[config.mk]
export PLATFORM = sky130hd
export DESIGN_NAME = btn_press_gen
export DESIGN_NICKNAME = d
export VERILOG_FILES = /design/src/rtl/btn_pkg.sv /design/src/rtl/btn_tick_gen.sv /design/src/rtl/btn_press_gen.sv
export SDC_FILE = /design/constraint.sdc
export NUM_CORES = 1
export LEC_CHECK = 0
export CORE_MARGIN = 3
export CORE_UTILIZATION = 55
export DETAILED_ROUTE_END_ITERATION = 6
export PLACE_DENSITY = 0.88
export SYNTH_ARGS = -nofsm -noshare
export SYNTH_HDL_FRONTEND = slang
export SYNTH_SLANG_ARGS = --single-unit
[constraint.sdc]
create_clock -name clk -period 2.8 [get_ports clk]
set_clock_uncertainty 0.2 [all_clocks]
set_input_delay 0.28 -clock clk [delete_from_list [all_inputs] [get_ports clk]]
set_output_delay 0.28 -clock clk [all_outputs]
set_load 0.05 [all_outputs]
[src/rtl/btn_pkg.sv]
// Shared definitions for the push-button stimulus generator and detector:
// phase encoding and a helper that sizes down-counters.
package btn_pkg;

    typedef enum logic [2:0] {
        IDLE,
        TAP_HI,
        TAP_LO,
        HOLD_HI,
        SETTLE
    } btn_state_e;

    // Bits needed to hold any value 0..max_val (never less than one bit)
    function automatic int cnt_width(input int max_val);
        return (max_val < 2) ? 1 : $clog2(max_val + 1);
    endfunction

endpackage

[src/rtl/btn_tick_gen.sv]
// Timing prescaler: one-cycle tick on the last clock of every TICK_DIV-clock
// period, restarted from zero by a synchronous clear.
module btn_tick_gen
    import btn_pkg::*;
#(
    parameter int TICK_DIV = 1
) (
    input  logic clk,
    input  logic rst,
    input  logic clear,
    output logic tick
);

    localparam int W = cnt_width(TICK_DIV);
    localparam logic [W-1:0] LAST = W'(TICK_DIV - 1);

    logic [W-1:0] cnt_q;
    logic [W-1:0] cnt_d;

    assign tick = (cnt_q == LAST);

    always_comb begin
        cnt_d = cnt_q;
        if (clear || tick) begin
            cnt_d = '0;
        end else begin
            cnt_d = cnt_q + W'(1);
        end
    end

    always_ff @(posedge clk or negedge rst) begin
        if (!rst) begin
            cnt_q <= '0;
        end else begin
            cnt_q <= cnt_d;
        end
    end

endmodule

[src/rtl/btn_press_gen.sv]
// Scripted button-press generator: replays N short taps plus an optional long
// hold on a registered virtual button line, then settles low and pulses done.
module btn_press_gen
    import btn_pkg::*;
#(
    parameter int TICK_DIV     = 1,
    parameter int TAP_TICKS    = 1,
    parameter int GAP_TICKS    = 1,
    parameter int HOLD_TICKS   = 11,
    parameter int SETTLE_TICKS = 3
) (
    input  logic       clk,
    input  logic       rst,
    input  logic       start,
    input  logic [3:0] num_taps,
    input  logic       long_press,
    input  logic       abort,
    output logic       botonTest,
    output logic       busy,
    output logic       done
);

    localparam int PMAX_A = (TAP_TICKS > GAP_TICKS) ? TAP_TICKS : GAP_TICKS;
    localparam int PMAX_B = (HOLD_TICKS > SETTLE_TICKS) ? HOLD_TICKS : SETTLE_TICKS;
    localparam int PMAX   = (PMAX_A > PMAX_B) ? PMAX_A : PMAX_B;
    localparam int PW     = cnt_width(PMAX);

    // Phase counter is loaded with length-1 and expires after it reads zero on a tick
    localparam logic [PW-1:0] TAP_LD    = PW'(TAP_TICKS - 1);
    localparam logic [PW-1:0] GAP_LD    = PW'(GAP_TICKS - 1);
    localparam logic [PW-1:0] HOLD_LD   = PW'(HOLD_TICKS - 1);
    localparam logic [PW-1:0] SETTLE_LD = PW'(SETTLE_TICKS - 1);

    btn_state_e    state_q, state_d;
    logic [PW-1:0] phase_q, phase_d;
    logic [3:0]    taps_q, taps_d;
    logic          long_q, long_d;
    logic          boton_q, boton_d;
    logic          busy_q, busy_d;
    logic          done_q, done_d;
    logic [3:0]    taps_dec;
    logic          tick;

    // Prescaler held at zero while idle so every pattern starts on a fresh tick period
    btn_tick_gen #(
        .TICK_DIV (TICK_DIV)
    ) u_tick (
        .clk   (clk),
        .rst   (rst),
        .clear (state_q == IDLE),
        .tick  (tick)
    );

    always_comb begin
        state_d  = state_q;
        phase_d  = phase_q;
        taps_d   = taps_q;
        long_d   = long_q;
        done_d   = 1'b0;
        taps_dec = (taps_q != 4'd0) ? (taps_q - 4'd1) : 4'd0;

        if (state_q == IDLE) begin
            if (start && !abort) begin
                taps_d = num_taps;
                long_d = long_press;
                if (num_taps != 4'd0) begin
                    state_d = TAP_HI;
                    phase_d = TAP_LD;
                end else if (long_press) begin
                    state_d = HOLD_HI;
                    phase_d = HOLD_LD;
                end else begin
                    done_d = 1'b1;
                end
            end
        end else if (abort) begin
            state_d = IDLE;
            phase_d = '0;
            taps_d  = 4'd0;
        end else if (tick) begin
            if (phase_q != '0) begin
                phase_d = phase_q - PW'(1);
            end else begin
                case (state_q)
                    TAP_HI: begin
                        taps_d = taps_dec;
                        if (taps_dec != 4'd0 || long_q) begin
                            state_d = TAP_LO;
                            phase_d = GAP_LD;
                        end else begin
                            state_d = SETTLE;
                            phase_d = SETTLE_LD;
                        end
                    end
                    TAP_LO: begin
                        if (taps_q != 4'd0) begin
                            state_d = TAP_HI;
                            phase_d = TAP_LD;
                        end else begin
                            state_d = HOLD_HI;
                            phase_d = HOLD_LD;
                        end
                    end
                    HOLD_HI: begin
                        state_d = SETTLE;
                        phase_d = SETTLE_LD;
                    end
                    SETTLE: begin
                        state_d = IDLE;
                        done_d  = 1'b1;
                    end
                    default: begin
                        state_d = IDLE;
                    end
                endcase
            end
        end

        boton_d = (state_d == TAP_HI) || (state_d == HOLD_HI);
        busy_d  = (state_d != IDLE);
    end

    always_ff @(posedge clk or negedge rst) begin
        if (!rst) begin
            state_q <= IDLE;
            phase_q <= '0;
            taps_q  <= 4'd0;
            long_q  <= 1'b0;
            boton_q <= 1'b0;
            busy_q  <= 1'b0;
            done_q  <= 1'b0;
        end else begin
            state_q <= state_d;
            phase_q <= phase_d;
            taps_q  <= taps_d;
            long_q  <= long_d;
            boton_q <= boton_d;
            busy_q  <= busy_d;
            done_q  <= done_d;
        end
    end

    assign botonTest = boton_q;
    assign busy      = busy_q;
    assign done      = done_q;

endmodule

==> results of run 1 <==
-- per-stage QoR --
stage | util [%] | hold slack (ns)
after CTS | 67.9 | 0.223
after global routing | 67.9 | 0.256
after detailed placement | 65.9 | 0.297
after global placement | 65.9 | 0.284
after floorplan | - | -0.216
final | 67.9 | 0.192
-- state kept, by name, indices dropped and copies added (netlist names) --
name,flops
phase_q,4
taps_q,4
state_q,3
botonTest,1
busy,1
done,1
long_q,1
u_tick.cnt_q,1
-- layer usage --
metal	part of all wire, %	track usage [%]	wire length (um)	vias to the layer above
met5	0	0	0	-
met4	4.4	13.9	107	0
met3	8.7	5.04	210	13
met2	43	30.0	1030	55
met1	44	28.4	1060	429
li1	-	-	-	439
-- placed cells by master (no fill, tap or decap), drive strengths merged, types with 4 or more instances in the layout --
cell type	n
clkbuf	4
clkdlybuf4s50	11
dfrtp	16
inv	4
nand2	8
nand2b	4
nor2	6
nor3	5
nor3b	5
o21ai	9
or4b	4
-- final timing paths --
check | start | end
worst max-delay path | phase_q[0] | taps_q[0]
worst min-delay path | rst | done
worst max register to register | phase_q[0] | taps_q[0]
worst min register to register | long_q | long_q
max in group asynchronous | rst | taps_q[2]
min in group clk | long_q | long_q
-- layout make-up --
| class | instances | share of cell area, % |
|---|---|---|
| inverters | 4 | 1.24 |
| clock buffers | 4 | 3.00 |
| repair buffers | 12 | 9.71 |
| multi-input cells | 83 | 50.4 |
| well taps | 25 | 2.58 |
| flip-flops and latches | 16 | 33.1 |
-- cell families (layout without fill, tap and decap cells) --
group | count (synthesis) | in the layout | synth area share [%]
AND/OR/NAND/NOR | 48 | 48 | 30.8
buffers and inverters | 9 | 20 | 6.48
adder cells (fa/ha/maj) | 2 | 2 | 2.31
other | 1 | 1 | 0.347
AO/OA/AOI/OAI | 29 | 29 | 19.9
flip-flops | 16 | 16 | 37.0
multiplexers | 3 | 3 | 3.12
-- power by group through the flow --
stage / registers [mW] / logic (mW) / clock network, mW
2_1_floorplan: 0.355 / 0.290 / 0
4_1_cts: 0.354 / 0.395 / 0.161
6_report: 0.358 / 0.395 / 0.158
5_1_grt: 0.367 / 0.429 / 0.172
3_5_place_dp: 0.359 / 0.388 / 0
3_3_place_gp: 0.354 / 0.378 / 0
==> flow_summary.toml, run 1 <==
[clock_tree]
h-tree-depth = 1
clockBufferDepth = 2
clock_latency_ns = 0.30
cts-root-buf = "clkbuf_4"
cts_num_sinks = 16
clkTransAtPathRegs_ns = 0.10
cts_made_buffers = 3
cts_tree = "done"
cts-hold-fix-buffers = 0
postCtsSetupRepairBufs = 0
cts-resized-gates = 0

[synth]
post-synth-top-count-cell = "dfrtp_1"
syn_area_per_cell_um2 = 10.0
synth-seq-cells = 16
netlist_area_um2 = 1080
post_synth_num_cell_types = 49
synth.largest_area_cell = "dfrtp_1"
syn_inst = 108
synthArstFlopShare_pct = 100
syn_nets = 119
synthFlopType = "dfrtp_1"
synth_top_area_share_pct = 37.0
synth_edf_count = 0
yosys_warnings = 0
ys_seq_area_share_pct = 37.0
synthTopCellsByCount = "16 x dfrtp_1, 8 x nand2_1, 8 x o21ai_0"
synth_area_leaders = "dfrtp_1 37%, o21ai_0 3.7%, buf_6 3.1%"

[timing]
rsz0062_at_grt = "false"
finalCritPeriodShare_pct = 82.3
max_freq_ghz = 0.434
timing.final.crit_period_ns = 2.30
fin_tns_setup_ns = 0
setup_violations = 0
slew_violations = 0
tightestPinTransition_ns = 0.697
hold_violations = 0
maxSlewHeadroom_pct = 53.4
setup_slack_ns = 0.496

[drt]
antenna_left = 0
wl_per_cell_um = 16.7
viasPerCell = 6.50
wl_um = 2410
via_count = 936
dr.first_iter.drc_count = 49
post-route-drc-count = 0
drt_pre_antenna_iters = 4

[place]
port_buffers = 11
dp_worst_setup_slack_ns = 0.436
hpwl_um = 1780
place_congestion = 0.886
dpl-instance-area_um2 = 1170
placedCellCount = 140

[setup_path]
reg2reg_slack_ns = 0.50
cp.depth = 6
cp_top_family = "simple AND/OR/NAND/NOR gates"
worstPathMaxFanout = 5
worstPathCellList = "inv_1 > ha_1 > or3b_4 > or4b_4 > nor4b_2 > a221o_1"
cp_data_arrival_time_ns = 2.35
crit_required_ns = 2.85
cp_num_buf_inv = 1
r2r_cells = 6
critPathSlowestCell = "or4b_4"
critPathCaptureType = "flip-flop"
slowest_delay_ns = 0.51
start_kind = "flip-flop"
worst-setup-path-type = "flip-flop to flip-flop"

[grt]
grt_pass1_vias = 912
antenna_found_initial = 0
grt_pass1_wl_um = 4080
grt_util_all_layers_pct = 21.2
grt.overflow.total = 0
grt_start_max_net_pins = 17

[floorplan]
start_util_pct = 60.6
pin_count = 12
die_y_um = 50.3
die_area_um2 = 2530
die_x_um = 50.3
std_cell_rows = 15
core-area_um2 = 1780

[power]
switching_power_uw = 359
power.density_nw_per_um2 = 752
switching_share_pct = 39.4
p_seq_share_pct = 39.3
power_frac_clock_pct = 17.3
p_int_uw = 552
p_leak_nw = 0.479
vdd_drop_max_v = 0.000458
power_uw = 911
p_comb_share_pct = 43.3

[run_status]
status = "completed"

[finish]
fin_area_um2 = 1210
nFillCells = 138
nets = 131
multi_input_area_um2 = 611
stdcell_count = 144
syn_to_final_growth_pct = 12.0
final_layout_size_suffix_gt1_share_pct = 16.0
diodes = 0
seq_area_um2 = 400

[job]
drv_cap = 0

[worst_hold_path]
hp-class = "primary input to async pin"
(Power assumes the default switching activity.)
==> run 2, diff against run 1 <==
- CORE_UTILIZATION: 55 -> 49
- PLACE_DENSITY: 0.88 -> 0.84
- clock period: 2.8 -> 1.93 ns (I/O delays scaled with it)
==> flow_summary.toml, run 2 (synthesis results as in run 1) <==
[finish]
reg.largest.list = "phase_q: 4 flops, taps_q: 4 flops, state_q: 3 flops"
stdcell_count = 182
final_layout_size_suffix_gt1_share_pct = 46.5
nets = 167
diodes = 0
final_cell_mix = "35 x buf_4, 15 x dfrtp_1, 11 x clkdlybuf4s50_1"
final_common_cell = "buf_4"
syn_to_final_growth_pct = 48.8

[clock_tree]
cts_num_sinks = 16
h-tree-depth = 1
clock_latency_ns = 0.31
cts_tree = "done"
cts_made_buffers = 3
cts-root-buf = "clkbuf_4"
clockBufferDepth = 2
clkTransAtPathRegs_ns = 0.10
cts-hold-fix-buffers = 0

[worst_hold_path]
hp-class = "primary input to async pin"

[drt]
post-route-drc-count = 0
antenna_left = 0
wl_um = 3920
via_count = 1241
viasPerCell = 6.82
wl_per_cell_um = 21.5
drt_pre_antenna_iters = 5
dr.first_iter.drc_count = 72

[timing]
rsz0062_at_grt = "true"
slew_violations = 0
finalCritPeriodShare_pct = 113
fin_tns_setup_ns = -0.757
max_freq_ghz = 0.460
hold_violations = 5
maxSlewHeadroom_pct = 51.9
setup_violations = 9
setup_slack_ns = -0.244
tightestPinTransition_ns = 0.712
hold_ws_ns = -0.00119
timing.final.crit_period_ns = 2.17

[grt]
antenna_found_initial = 0
grt_pass1_vias = 1164
grt_pass1_wl_um = 5400
grt_util_all_layers_pct = 27.3
grt.overflow.total = 0
grt_start_max_net_pins = 17

[setup_path]
crit_required_ns = 1.98
critPathCaptureType = "flip-flop"
worstPathMaxFanout = 3
worst-setup-path-type = "flip-flop to flip-flop"
start_kind = "flip-flop"
cp_data_arrival_time_ns = 2.23

[place]
place_congestion = 0.844
hpwl_um = 2240
port_buffers = 11
dp_worst_setup_slack_ns = -0.213
placedCellCount = 169

[floorplan]
std_cell_rows = 16
die_y_um = 53.0
pin_count = 12
core-area_um2 = 2020
die_area_um2 = 2810
start_util_pct = 53.5
die_x_um = 53.0

[run_status]
violations = "hold timing, setup timing"
status = "finished with violations"

[power]
power.density_nw_per_um2 = 1140
p_leak_nw = 0.692
vdd_drop_max_v = 0.000765

[job]
drv_cap = 0
[run 2: cell types whose count changed in the layout (fill, tap and decap cells not counted), moves of 2 or more]
cell and change:
buf_4 +34, buf_6 +2, inv_1 -2, o21ai_0 -5, inv_2 +2, o21ai_1 +4
[run 2: area by class of cell]
| type | instances | area [um2] |
|---|---|---|
| sequential | 16 | 402 |
| clock buffer | 4 | 36.3 |
| timing repair buffer | 48 | 395 |
| tap | 27 | 33.8 |
| fill | 121 | 413 |
| inverter | 4 | 15.0 |
| multi-input combinational | 83 | 727 |
[run 2: final timing paths]
path	startpoint	endpoint	slack (ns)	depth (start not counted)
hold reg to reg	long_q	long_q	0.40	2
setup / recovery	phase_q[0]	taps_q[0]	-0.24	6
min in group clk	long_press	state_q[1]	0.40	4
setup reg to reg	phase_q[0]	taps_q[0]	-0.24	6
hold / removal	rst	state_q[1]	-0.001	2
max in group asynchronous	rst	state_q[2]	1.33	2
[run 2: metrics by stage]
step,hold slack [ns],power (mW),utilization [%],instance area (um2)
after floorplan,-0.303,0.952,-,1090
after global placement,0.296,1.24,68.9,1390
after detailed placement,0.323,1.27,68.9,1390
after CTS,0.00628,1.54,72.0,1460
after global routing,0.0151,1.91,79.6,1610
final,-0.00119,1.83,79.6,1610
[run 2: critical path, cell delays in order, from the launching register on]
cell     delay (ns)
dfrtp_1        0.41
inv_2          0.08
ha_4           0.13
or3b_4         0.39
or4b_4         0.51
nor4b_2        0.25
a221o_1        0.15
[run 2: timing repair]
action                                  4_1_cts  5_1_grt
endpoints found under the setup margin        7       13
gates resized for setup                       3       22
buffers inserted                              1        8
pin swaps                                     1        7
[run 2: power breakdown]
part	switching, mW	total, mW	internal, mW
clock	0.126	0.241	0.115
sequential	0.107	0.518	0.411
combinational	0.514	1.07	0.554
[run 2: metal layers]
metal  up-vias  track usage, %  wire [um]
li1        516               -          -
met1       571            29.9       1440
met2       119            45.5       1770
met3        35            7.04        431
met4         0            19.1        278
met5         -               0          0
==> run 3, diff against run 2 <==
- clock period: 1.93 -> 1.8 ns (I/O delays scaled with it)
==> flow_summary.toml, run 3 (synthesis results as in run 1) <==
[finish]
final_layout_size_suffix_gt1_share_pct = 50.9
final_common_cell = "buf_4"
reg.largest.list = "phase_q: 4 flops, taps_q: 4 flops, state_q: 3 flops"
nFillCells = 90
final_cell_mix = "43 x buf_4, 16 x dfrtp_1, 8 x nand2_1, 8 x clkdlybuf4s50_1, 6 x buf_6"
multi_input_area_um2 = 771
nets = 177
seq_area_um2 = 400
diodes = 0
syn_to_final_growth_pct = 60.6

[timing]
setup_slack_ns = -0.379
maxSlewHeadroom_pct = 51.2
hold_violations = 0
slew_violations = 0
finalCritPeriodShare_pct = 121
timing.final.crit_period_ns = 2.18
setup_violations = 14
tightestPinTransition_ns = 0.725
max_freq_ghz = 0.459
rsz0062_at_grt = "true"

[run_status]
violations = "setup timing"
status = "finished with violations"

[grt]
antenna_found_initial = 0
grt_pass1_wl_um = 6030
grt.overflow.total = 0
grt_start_max_net_pins = 17
grt_util_all_layers_pct = 30.8
grt_pass1_vias = 1216

[drt]
via_count = 1277
post-route-drc-count = 0
antenna_left = 0
wl_per_cell_um = 21.6
drt_pre_antenna_iters = 5
wl_um = 4150
dr.first_iter.drc_count = 81
viasPerCell = 6.65

[setup_path]
critPathCaptureType = "flip-flop"
start_kind = "flip-flop"
worst-setup-path-type = "flip-flop to flip-flop"
crit_required_ns = 1.84
worstPathMaxFanout = 2
r2r_cells = 6
cp_data_arrival_time_ns = 2.22

[worst_hold_path]
hold_depth = 2
hp-class = "flip-flop to flip-flop"

[floorplan]
die_x_um = 53.0
die_area_um2 = 2810
core-area_um2 = 2020
start_util_pct = 53.5
std_cell_rows = 16
die_y_um = 53.0
pin_count = 12

[clock_tree]
cts_num_sinks = 16
cts_made_buffers = 3
clockBufferDepth = 2
clkTransAtPathRegs_ns = 0.11
cts_tree = "done"
clock_latency_ns = 0.31
h-tree-depth = 1
cts-root-buf = "clkbuf_4"

[power]
power.density_nw_per_um2 = 1200
power_mw = 2.08
p_leak_nw = 0.757
vdd_drop_max_v = 0.000866

[place]
hpwl_um = 2200
place_congestion = 0.919
port_buffers = 11
dp_worst_setup_slack_ns = -0.350

[job]
drv_cap = 0
## run 3: per-stage QoR
step	util [%]	area [um2]	setup TNS (ns)	hold slack [ns]	instances
finish	85.9	1740	-3.44	0.418	192
detailed placement	71.8	1450	-2.82	0.314	176
global placement	71.8	1450	-2.11	0.292	176
global route	85.9	1740	-4.08	0.426	192
CTS	81.6	1650	-1.96	0.333	189
floorplan	-	1110	-0.443	-0.316	108
## run 3: layout make-up
| cell class | instances | share of cell area [%] |
|---|---|---|
| multi-input cells | 83 | 44.4 |
| well taps | 27 | 1.95 |
| inverters | 4 | 0.865 |
| repair buffers | 58 | 27.7 |
| flip-flops and latches | 16 | 23.1 |
| clock buffers | 4 | 2.09 |
## run 3: repair_timing
item / 4_1_cts / 5_1_grt
resized for setup: 19 / 12
setup endpoints to repair: 13 / 14
hold buffers: 1 / 0
setup buffers: 8 / 4
pin swaps: 11 / 9
hold endpoints to repair: 9 / 0
## run 3: final timing paths
path	startpoint	endpoint	slack, ns
setup / recovery	phase_q[0]	taps_q[0]	-0.38
min in group asynchronous	rst	taps_q[1]	0.53
setup reg to reg	phase_q[0]	taps_q[0]	-0.38
max in group asynchronous	rst	taps_q[2]	0.67
hold reg to reg	long_q	long_q	0.42
hold / removal	long_q	long_q	0.42
## run 3: power by group
group	total (mW)	internal [mW]	switching (mW)
registers	0.519	0.441	0.0776
logic	1.31	0.677	0.633
clock network	0.256	0.124	0.132
## run 3: layer usage
layer | vias up | track usage (%) | share of wire [%]
met5 | - | 0 | 0
met4 | 0 | 23.0 | 7.6
met3 | 32 | 6.76 | 8.1
met2 | 96 | 48.8 | 46
met1 | 612 | 36.1 | 38
li1 | 537 | - | -
## run 3: worst max-delay path, stage by stage, from the launching register on
cell	delay, ns
dfrtp_1	0.42
inv_2	0.10
ha_4	0.14
or3b_4	0.37
or4b_4	0.51
nor4b_4	0.22
a221o_1	0.15
